<file path="src/rtl/decoder_scan_sequencer.sv">
// decoder_scan_sequencer
// Scans a 2-bit select (A = sel[0], B = sel[1]) and an enable E for a
// downstream 2-to-4 decoder. Each unmasked slot is enabled for PRESCALE
// cycles. The sequencer runs freely while run=1, or shows one slot per
// step_req while run=0.
//
// Build option: define SCAN_BLANK_EN to insert BLANK_CYCLES disabled
// cycles between run-mode slots. With it undefined, E stays high across
// consecutive run-mode slots and BLANK_CYCLES is not used.
//
// frame_done pulses on any slot advance (run or step) whose new select
// is not above the old one. The initial load from IDLE into run mode is
// a fresh start rather than an advance, so it never pulses frame_done.
//
// state_dbg exposes the FSM state (0 IDLE, 1 ACTIVE, 2 BLANK).

module decoder_scan_sequencer #(
    parameter int PRESCALE     = 4,
    parameter int BLANK_CYCLES = 1
) (
    input  logic       clk,
    input  logic       rst_n,
    input  logic       run,
    input  logic       step_req,
    input  logic [3:0] mask,
    output logic       A,
    output logic       B,
    output logic       E,
    output logic       step_ack,
    output logic       frame_done,
    output logic [1:0] state_dbg
);

    // Reject illegal parameter values at elaboration time.
    if (PRESCALE < 1 || PRESCALE > 255) begin : g_bad_prescale
        $error("decoder_scan_sequencer: PRESCALE must be 1..255");
    end
    if (BLANK_CYCLES < 1 || BLANK_CYCLES > 255) begin : g_bad_blank
        $error("decoder_scan_sequencer: BLANK_CYCLES must be 1..255");
    end

    localparam logic [7:0] LAST_ACTIVE = 8'(PRESCALE - 1);
`ifdef SCAN_BLANK_EN
    localparam logic [7:0] LAST_BLANK  = 8'(BLANK_CYCLES - 1);
`endif

    typedef enum logic [1:0] {
        IDLE   = 2'd0,
        ACTIVE = 2'd1,
        BLANK  = 2'd2
    } state_t;

    state_t     state, state_n;
    logic [1:0] sel, sel_n;
    logic [7:0] cnt, cnt_n;
    logic       step_mode, step_mode_n;
    logic       e_q, e_n;
    logic       ack_q, ack_n;
    logic       fd_q, fd_n;

`ifdef SCAN_BLANK_EN
    // Slot chosen at the end of ACTIVE, applied when E rises again.
    logic [1:0] pend_sel, pend_sel_n;
    logic       pend_wrap, pend_wrap_n;
`endif

    // Search result: {found, slot}.
    logic [2:0] adv_res;
    logic [2:0] first_res;
    logic [1:0] adv_sel;
    logic       adv_ok;
    logic [1:0] first_sel;
    logic       first_ok;

    // First unmasked slot in the order base+1, base+2, base+3, base.
    // Iterating from the farthest candidate down lets the nearest win.
    function automatic logic [2:0] search(input logic [1:0] base,
                                          input logic [3:0] m);
        logic [2:0] r;
        logic [1:0] c;
        r = {1'b0, base};
        for (int i = 4; i >= 1; i--) begin
            c = base + i[1:0];
            if (!m[c]) begin
                r = {1'b1, c};
            end
        end
        return r;
    endfunction

    // Slot search: next(sel) for advances, upward-from-0 for a run start.
    always_comb begin
        adv_res   = search(sel, mask);
        first_res = search(2'd3, mask);
        adv_ok    = adv_res[2];
        adv_sel   = adv_res[1:0];
        first_ok  = first_res[2];
        first_sel = first_res[1:0];
    end

    // Next-state and next-output logic.
    always_comb begin
        state_n     = state;
        sel_n       = sel;
        cnt_n       = cnt;
        step_mode_n = step_mode;
        ack_n       = 1'b0;
        fd_n        = 1'b0;
`ifdef SCAN_BLANK_EN
        pend_sel_n  = pend_sel;
        pend_wrap_n = pend_wrap;
`endif
        case (state)
            IDLE: begin
                if (run) begin
                    // run wins over step_req; stay idle if all slots masked
                    if (first_ok) begin
                        state_n     = ACTIVE;
                        sel_n       = first_sel;
                        cnt_n       = 8'd0;
                        step_mode_n = 1'b0;
                    end
                end else if (step_req && adv_ok) begin
                    state_n     = ACTIVE;
                    sel_n       = adv_sel;
                    fd_n        = (adv_sel <= sel);
                    cnt_n       = 8'd0;
                    step_mode_n = 1'b1;
                end
            end

            ACTIVE: begin
                if (cnt == LAST_ACTIVE) begin
                    cnt_n = 8'd0;
                    if (step_mode) begin
                        state_n = IDLE;
                        ack_n   = 1'b1;
                    end else if (run && adv_ok) begin
`ifdef SCAN_BLANK_EN
                        state_n     = BLANK;
                        pend_sel_n  = adv_sel;
                        pend_wrap_n = (adv_sel <= sel);
`else
                        // back-to-back slots: E never drops
                        sel_n = adv_sel;
                        fd_n  = (adv_sel <= sel);
`endif
                    end else begin
                        state_n = IDLE;
                    end
                end else begin
                    cnt_n = cnt + 8'd1;
                end
            end

`ifdef SCAN_BLANK_EN
            BLANK: begin
                if (cnt == LAST_BLANK) begin
                    state_n = ACTIVE;
                    sel_n   = pend_sel;
                    fd_n    = pend_wrap;
                    cnt_n   = 8'd0;
                end else begin
                    cnt_n = cnt + 8'd1;
                end
            end
`endif

            default: begin
                state_n = IDLE;
                cnt_n   = 8'd0;
            end
        endcase

        e_n = (state_n == ACTIVE);
    end

    // State and registered outputs; reset forces everything idle at once.
    always_ff @(posedge clk or negedge rst_n) begin
        if (!rst_n) begin
            state     <= IDLE;
            sel       <= 2'd0;
            cnt       <= 8'd0;
            step_mode <= 1'b0;
            e_q       <= 1'b0;
            ack_q     <= 1'b0;
            fd_q      <= 1'b0;
        end else begin
            state     <= state_n;
            sel       <= sel_n;
            cnt       <= cnt_n;
            step_mode <= step_mode_n;
            e_q       <= e_n;
            ack_q     <= ack_n;
            fd_q      <= fd_n;
        end
    end

`ifdef SCAN_BLANK_EN
    // Pending slot held across BLANK.
    always_ff @(posedge clk or negedge rst_n) begin
        if (!rst_n) begin
            pend_sel  <= 2'd0;
            pend_wrap <= 1'b0;
        end else begin
            pend_sel  <= pend_sel_n;
            pend_wrap <= pend_wrap_n;
        end
    end
`endif

    assign A          = sel[0];
    assign B          = sel[1];
    assign E          = e_q;
    assign step_ack   = ack_q;
    assign frame_done = fd_q;
    assign state_dbg  = state;

endmodule

</file>
<file path="config.mk">
export PLATFORM = sky130hd
export DESIGN_NAME = decoder_scan_sequencer
export DESIGN_NICKNAME = d
export VERILOG_FILES = /design/src/rtl/decoder_scan_sequencer.sv
export SDC_FILE = /design/constraint.sdc
export NUM_CORES = 1
export LEC_CHECK = 0
export CAP_MARGIN = 20
export CORE_ASPECT_RATIO = 0.7
export CORE_UTILIZATION = 40
export CTS_CLUSTER_DIAMETER = 150
export DETAILED_ROUTE_END_ITERATION = 6
export PLACE_DENSITY = 0.66
export SLEW_MARGIN = 20
export SYNTH_ARGS = -nofsm -noshare
export SYNTH_HDL_FRONTEND = slang
export SYNTH_SLANG_ARGS = --single-unit
</file>
<file path="constraint.sdc">
create_clock -name clk -period 4.55 [get_ports clk]
set_clock_uncertainty 0.15 [all_clocks]
set_input_delay 0.91 -clock clk [delete_from_list [all_inputs] [get_ports clk]]
set_output_delay 0.91 -clock clk [all_outputs]
set_load 0.005 [all_outputs]
</file>
# --- Yosys cells after proc, flatten, opt, wreduce, memory -nomap -nowiden ---
# Cells that the tools add are included.
totals:
  elab_cells: 80
  in_bits: 8
  register_bits: 16
op_classes:
  n_lt_le_gt_ge: 5
  n_eq_ne: 9
  n_addsub: 4
  n_reduce_logical: 8
  muxes: 47
ops:
  columns: ["cell", "n"]
  rows:
  - ["8-bit 2-to-1 mux", 4]
  - ["2-bit 2-to-1 mux", 12]
  - ["3-bit 2-to-1 mux", 8]
  - ["8-bit case mux with 2 select lines", 1]
  - ["1-bit 2-to-1 mux", 15]
  - ["2-bit by 3-bit less-than comparator with 1-bit output (second input constant)", 4]
  - ["8-bit by 1-bit adder with 8-bit output (second input constant)", 1]
  - ["1-bit binary-select mux with 2-bit select", 4]
  - ["8-bit by 2-bit == test with 1-bit output (second input constant)", 1]
  - ["2-bit case mux with 2 select lines", 2]
  - ["2-bit inequality test (second input constant)", 3]
  - ["3-bit inequality test (second input constant)", 2]
  - ["6-bit AND reduction", 1]
  - ["2-bit adder (second input constant)", 2]
  - ["2-bit by 1-bit == test with 1-bit output (second input constant)", 2]
  - ["2-bit nonzero test", 2]
  - ["3-bit AND reduction", 1]
  - ["2-bit by 1-bit adder with 2-bit output (second input constant)", 1]
  - ["2-bit less-or-equal comparator", 1]
  - ["1-bit logical AND", 2]
  - ["2-bit logical NOT", 1]
  - ["2-bit by 1-bit inequality test with 1-bit output (second input constant)", 1]
  - ["1-bit case mux with 2 select lines", 1]
  - ["2-bit AND reduction", 1]

# --- Depth between registers and ports, before layout ---
logic_depth:
  word_depth: 12
  ltp_mapped: 7
  mapped_depth_nobuf: 7

# --- Worst setup path after synthesis ---
# OpenSTA, ideal clock, no wires.
synth_timing:
  path_kind: "input to register"
  start: "input port mask[0]"
  end: "register sel[0]"
  cell_stages: 4
  arrival_time_ps: 1856
  setup_ps: 125
  t_required_ps: 4275
  n_path_buf: 0
  setup_slack_ps: 2420
  path_cell_list: "nand4_1 nand2_1 o32ai_1 mux2_2"
synth_via:
  elab_chain_len: 9
synth_lines:
  columns: ["item", "line", "rtl"]
  rows:
  - ["start: declaration", "25", "input logic [3:0] mask,"]
  - ["1-bit binary-select mux with 2-bit select", "84", "if (!m[c]) begin"]
  - ["1-bit 2-to-1 mux (implied by the code)", "84", null]
  - ["3-bit 2-to-1 mux (3 in a row)", "84", null]
  - ["3-bit 2-to-1 mux or 2-bit 2-to-1 mux (tied branches)", "84, 138", null]
  - ["1-bit logical AND, or another cell as far along", "123", "end else if (step_req && adv_ok) begin"]
  - ["3-bit inequality test (no source line), or another cell as far along", null, null]
  - ["6-bit AND reduction (no source line) or 2-bit case mux with 2 select lines (tied branches)", null, null]
  - ["end signal: assignment", "190", "sel <= sel_n;"]
  - ["end: declaration", "54", "logic [1:0] sel, sel_n;"]
# Several ways; a longest one is shown, not always the timed one. The select of a mux whose other input is x is not followed.
# A chain may end at the register's enable or synchronous reset.

# --- Final worst setup path ---
layout_timing:
  start: "input port mask[1]"
  end: "register sel[0]"
# The elaborated chain is that of the path after synthesis.

==> impl_metrics.py <==
metrics = {
    "finish": {
        "ff_latch_area_um2": 400,
        "areaGrowthSynthToFinish_pct": 20.1,
        "diodes": 0,
        "instances_no_fill": 148,
        "fillers": 212,
        "drive_above_1_share_pct": 8.62,
        "multi_input_area_um2": 526,
        "final_nets": 129,
    },
    "die": {
        "start_util_pct": 43.4,
        "rows": 14,
        "die_h_um": 43.0,
        "die_area_um2": 2600,
        "fp.dieW_um": 60.5,
        "ioPinCount": 15,
        "design.core.area_um2": 2210,
    },
    "global_routing": {
        "grt_usage_pct": 18.0,
        "grt_pass1_wl_um": 3410,
        "grt_pass1_vias": 727,
        "met2_usage_pct": 26.6,
        "use_met1_pct": 26.2,
        "grt_busiest_layer": "met2",
        "grt_overflow": 0,
        "grt_max_degree": 17,
        "antenna_found_initial": 0,
        "met3_usage_pct": 5.49,
    },
    "synth": {
        "yosys.area.top_type_share_pct": 41.8,
        "yosysTopAreaCell": "dfrtp_1",
        "synth-main-ff-cell": "dfrtp_1",
        "postSynthAreaPerCell_um2": 9.49,
        "synth.area.top_cells": "dfrtp_1 (42%), a21oi_1 (4.2%), mux2i_1 (4.2%)",
        "synth_edf_count": 0,
        "seq_area_frac_synth_pct": 41.8,
        "synth_warnings": 0,
        "ys_ff_latch": 16,
        "yosysMostFrequentCell": "dfrtp_1",
        "synth_common_cells": "dfrtp_1 (16), a21oi_1 (8), nand2_1 (8)",
        "synthCells": 101,
        "syn_area_um2": 958,
        "synth_nets": 112,
        "synth_cell_type_count": 37,
        "async_reset_ff_share_pct": 100,
    },
    "route": {
        "routed_wl_um": 2070,
        "vias_per_cell": 5.22,
        "drt_iter0_drc": 59,
        "routedWlPerCell_um": 14.0,
        "via_count": 772,
        "drc": 0,
        "ant_nets": 0,
        "drtPass1Iterations": 4,
    },
    "clock_network": {
        "cts_buffers": 3,
        "cts_resized": 0,
        "insertion_delay_ps": 280,
        "cts.reportedPaths.clkPinSlew_ps": 90,
        "htree_levels": 1,
        "cts_tree": "yes",
        "hold_buffers": 0,
        "clockBufferDepth": 2,
        "post-cts-setup-buffers": 0,
        "cts_root_buf": "clkbuf_4",
        "cts_sinks": 16,
    },
    "power_and_ir_drop": {
        "max-vdd-ir-drop_mv": 0.229,
        "p_leak_uw": 0.000486,
        "power-per-cell-area_nw_per_um2": 328,
        "p_total_uw": 378,
    },
    "setup_path": {
        "critPathSlowestCell": "clkdlybuf4s50_1",
        "r2r-end": "sel[0]",
        "worstPathRequired_ps": 4570,
        "cp.arrival_ps": 2670,
        "reg2reg_depth": 5,
        "startpoint_type": "input pin",
        "worstSetupEndpointType": "flop",
        "path_class": "input pin to flop",
        "r2r-start": "cnt[0]",
        "critPathMaxStageDelay_ps": 520,
        "crit_fanout": 7,
        "crit_end": "sel[0]",
        "startpoint": "mask[1]",
        "worstPathCellList": "clkdlybuf4s50_1 > nand4_1 > nand2_1 > o32ai_1 > mux2_2",
        "rrSetupSlack_ps": 2430,
    },
    "worst_hold_path": {
        "hold_path_depth": 1,
        "hold_path.class": "flop to flop",
    },
    "sta": {
        "fin_crit_ps": 2650,
        "worst_slew_pin_slew_ps": 815,
        "fmax_mhz": 378,
        "rsz0062_at_grt": "no",
        "fin_setup_tns_ps": 0,
        "final_hold_viol_count": 0,
        "post-route-period-util_pct": 58.1,
        "slew_viol_final": 0,
        "setup_violations": 0,
        "slew_headroom_pct": 45.7,
    },
    "place": {
        "gp_congestion": 0.814,
        "dpl.hpwl_um": 1570,
        "io_buffers": 14,
        "dp.cells": 145,
    },
    "run_status": {
        "status": "completed",
    },
    "flow_run": {
        "max_cap_viol_count": 0,
    },
}
[per-stage QoR]
step | hold WS [ps] | util, % | area [um^2] | setup WS, ps
3_3_place_gp | 370 | 51.1 | 1130 | 1650
4_1_cts | 391 | 52.2 | 1150 | 1960
2_1_floorplan | 347 | - | 958 | 2420
5_1_grt | 426 | 52.2 | 1150 | 1850
3_5_place_dp | 378 | 51.1 | 1130 | 1660
6_report | 384 | 52.2 | 1150 | 1900
[layout by cell type, fill, tap and decap left out]
master | Yosys | routed
dfrtp_1 | 16 | 16
clkdlybuf4s50_1 | 0 | 14
nand2_1 | 8 | 8
a21oi_1 | 8 | 8
inv_1 | 6 | 6
o21ai_0 | 6 | 6
nor2_1 | 5 | 5
mux2i_1 | 4 | 4
nand4_1 | 3 | 3
nor2b_1 | 3 | 3
nand3_1 | 3 | 3
a22o_1 | 3 | 3
ha_1 | 3 | 3
clkbuf_4 | 0 | 3
or2_2 | 2 | 2
a311oi_1 | 2 | 2
nand2b_1 | 2 | 2
o32ai_1 | 2 | 2
or3_1 | 2 | 2
nor3_1 | 2 | 2
mux2_2 | 2 | 2
nor4_4 | 1 | 1
nor3b_1 | 1 | 1
nand2_2 | 1 | 1
a21bo_2 | 1 | 1
nand4b_1 | 1 | 1
o2bb2ai_1 | 1 | 1
a222oi_1 | 1 | 1
and2_1 | 1 | 1
o31a_1 | 1 | 1
nand3b_1 | 1 | 1
a21boi_1 | 1 | 1
o2111ai_1 | 1 | 1
and3_1 | 1 | 1
xnor2_1 | 1 | 1
a211oi_1 | 1 | 1
a21o_1 | 1 | 1
conb_1 | 1 | 1
[worst min-delay path by stage]
| stage | startpoint | endpoint | slack [ps] |
|---|---|---|---|
| after floorplan | step_mode | step_ack | 350 |
| after global placement | cnt[7] | cnt[7] | 370 |
| after detailed placement | cnt[7] | cnt[7] | 380 |
| after CTS | cnt[7] | cnt[7] | 390 |
| after global routing | cnt[7] | cnt[7] | 430 |
| final | cnt[7] | cnt[7] | 380 |
[cells by family after synthesis]
family,share of synthesized area (%)
flip-flops,41.8
XOR/XNOR,0.914
buffers and inverters,3.39
AO/OA/AOI/OAI,20.9
multiplexers,6.53
AND/OR/NAND/NOR,22.2
adder cells (fa/ha/maj),3.92
other,0.391
[sequential cells by signal (all words and copies together), names as in the netlist]
signal	cells
cnt	8
E	1
step_ack	1
state_dbg	2
sel	2
step_mode	1
frame_done	1
[layer usage]
metal / vias up / part of all wire (%)
met2: 11 / 42
met1: 352 / 55
li1: 407 / -
met5: - / 0
met3: 2 / 2.9
met4: 0 / 0.53
[worst max-delay path, delay by kind of cell]
family                 cells  cell delay, ps
AO/OA/AOI/OAI              1             500
buffers and inverters      1             520
multiplexers               1             400
AND/OR/NAND/NOR            2             350
[power breakdown]
part	leakage (uW)	internal [uW]	switching, uW
Combinational	0.000260	68.5	59.5
Sequential	0.000212	155	21.4
Clock	0.0000138	30.7	42.4
[cell type report]
type / count / area share [%]
multi-input combinational: 77 / 45.7
sequential: 16 / 34.8
timing repair buffer: 14 / 12.2
tap: 32 / 3.48
clock buffer: 3 / 1.96
inverter: 6 / 1.96
Power figures use the tool's default switching activity.
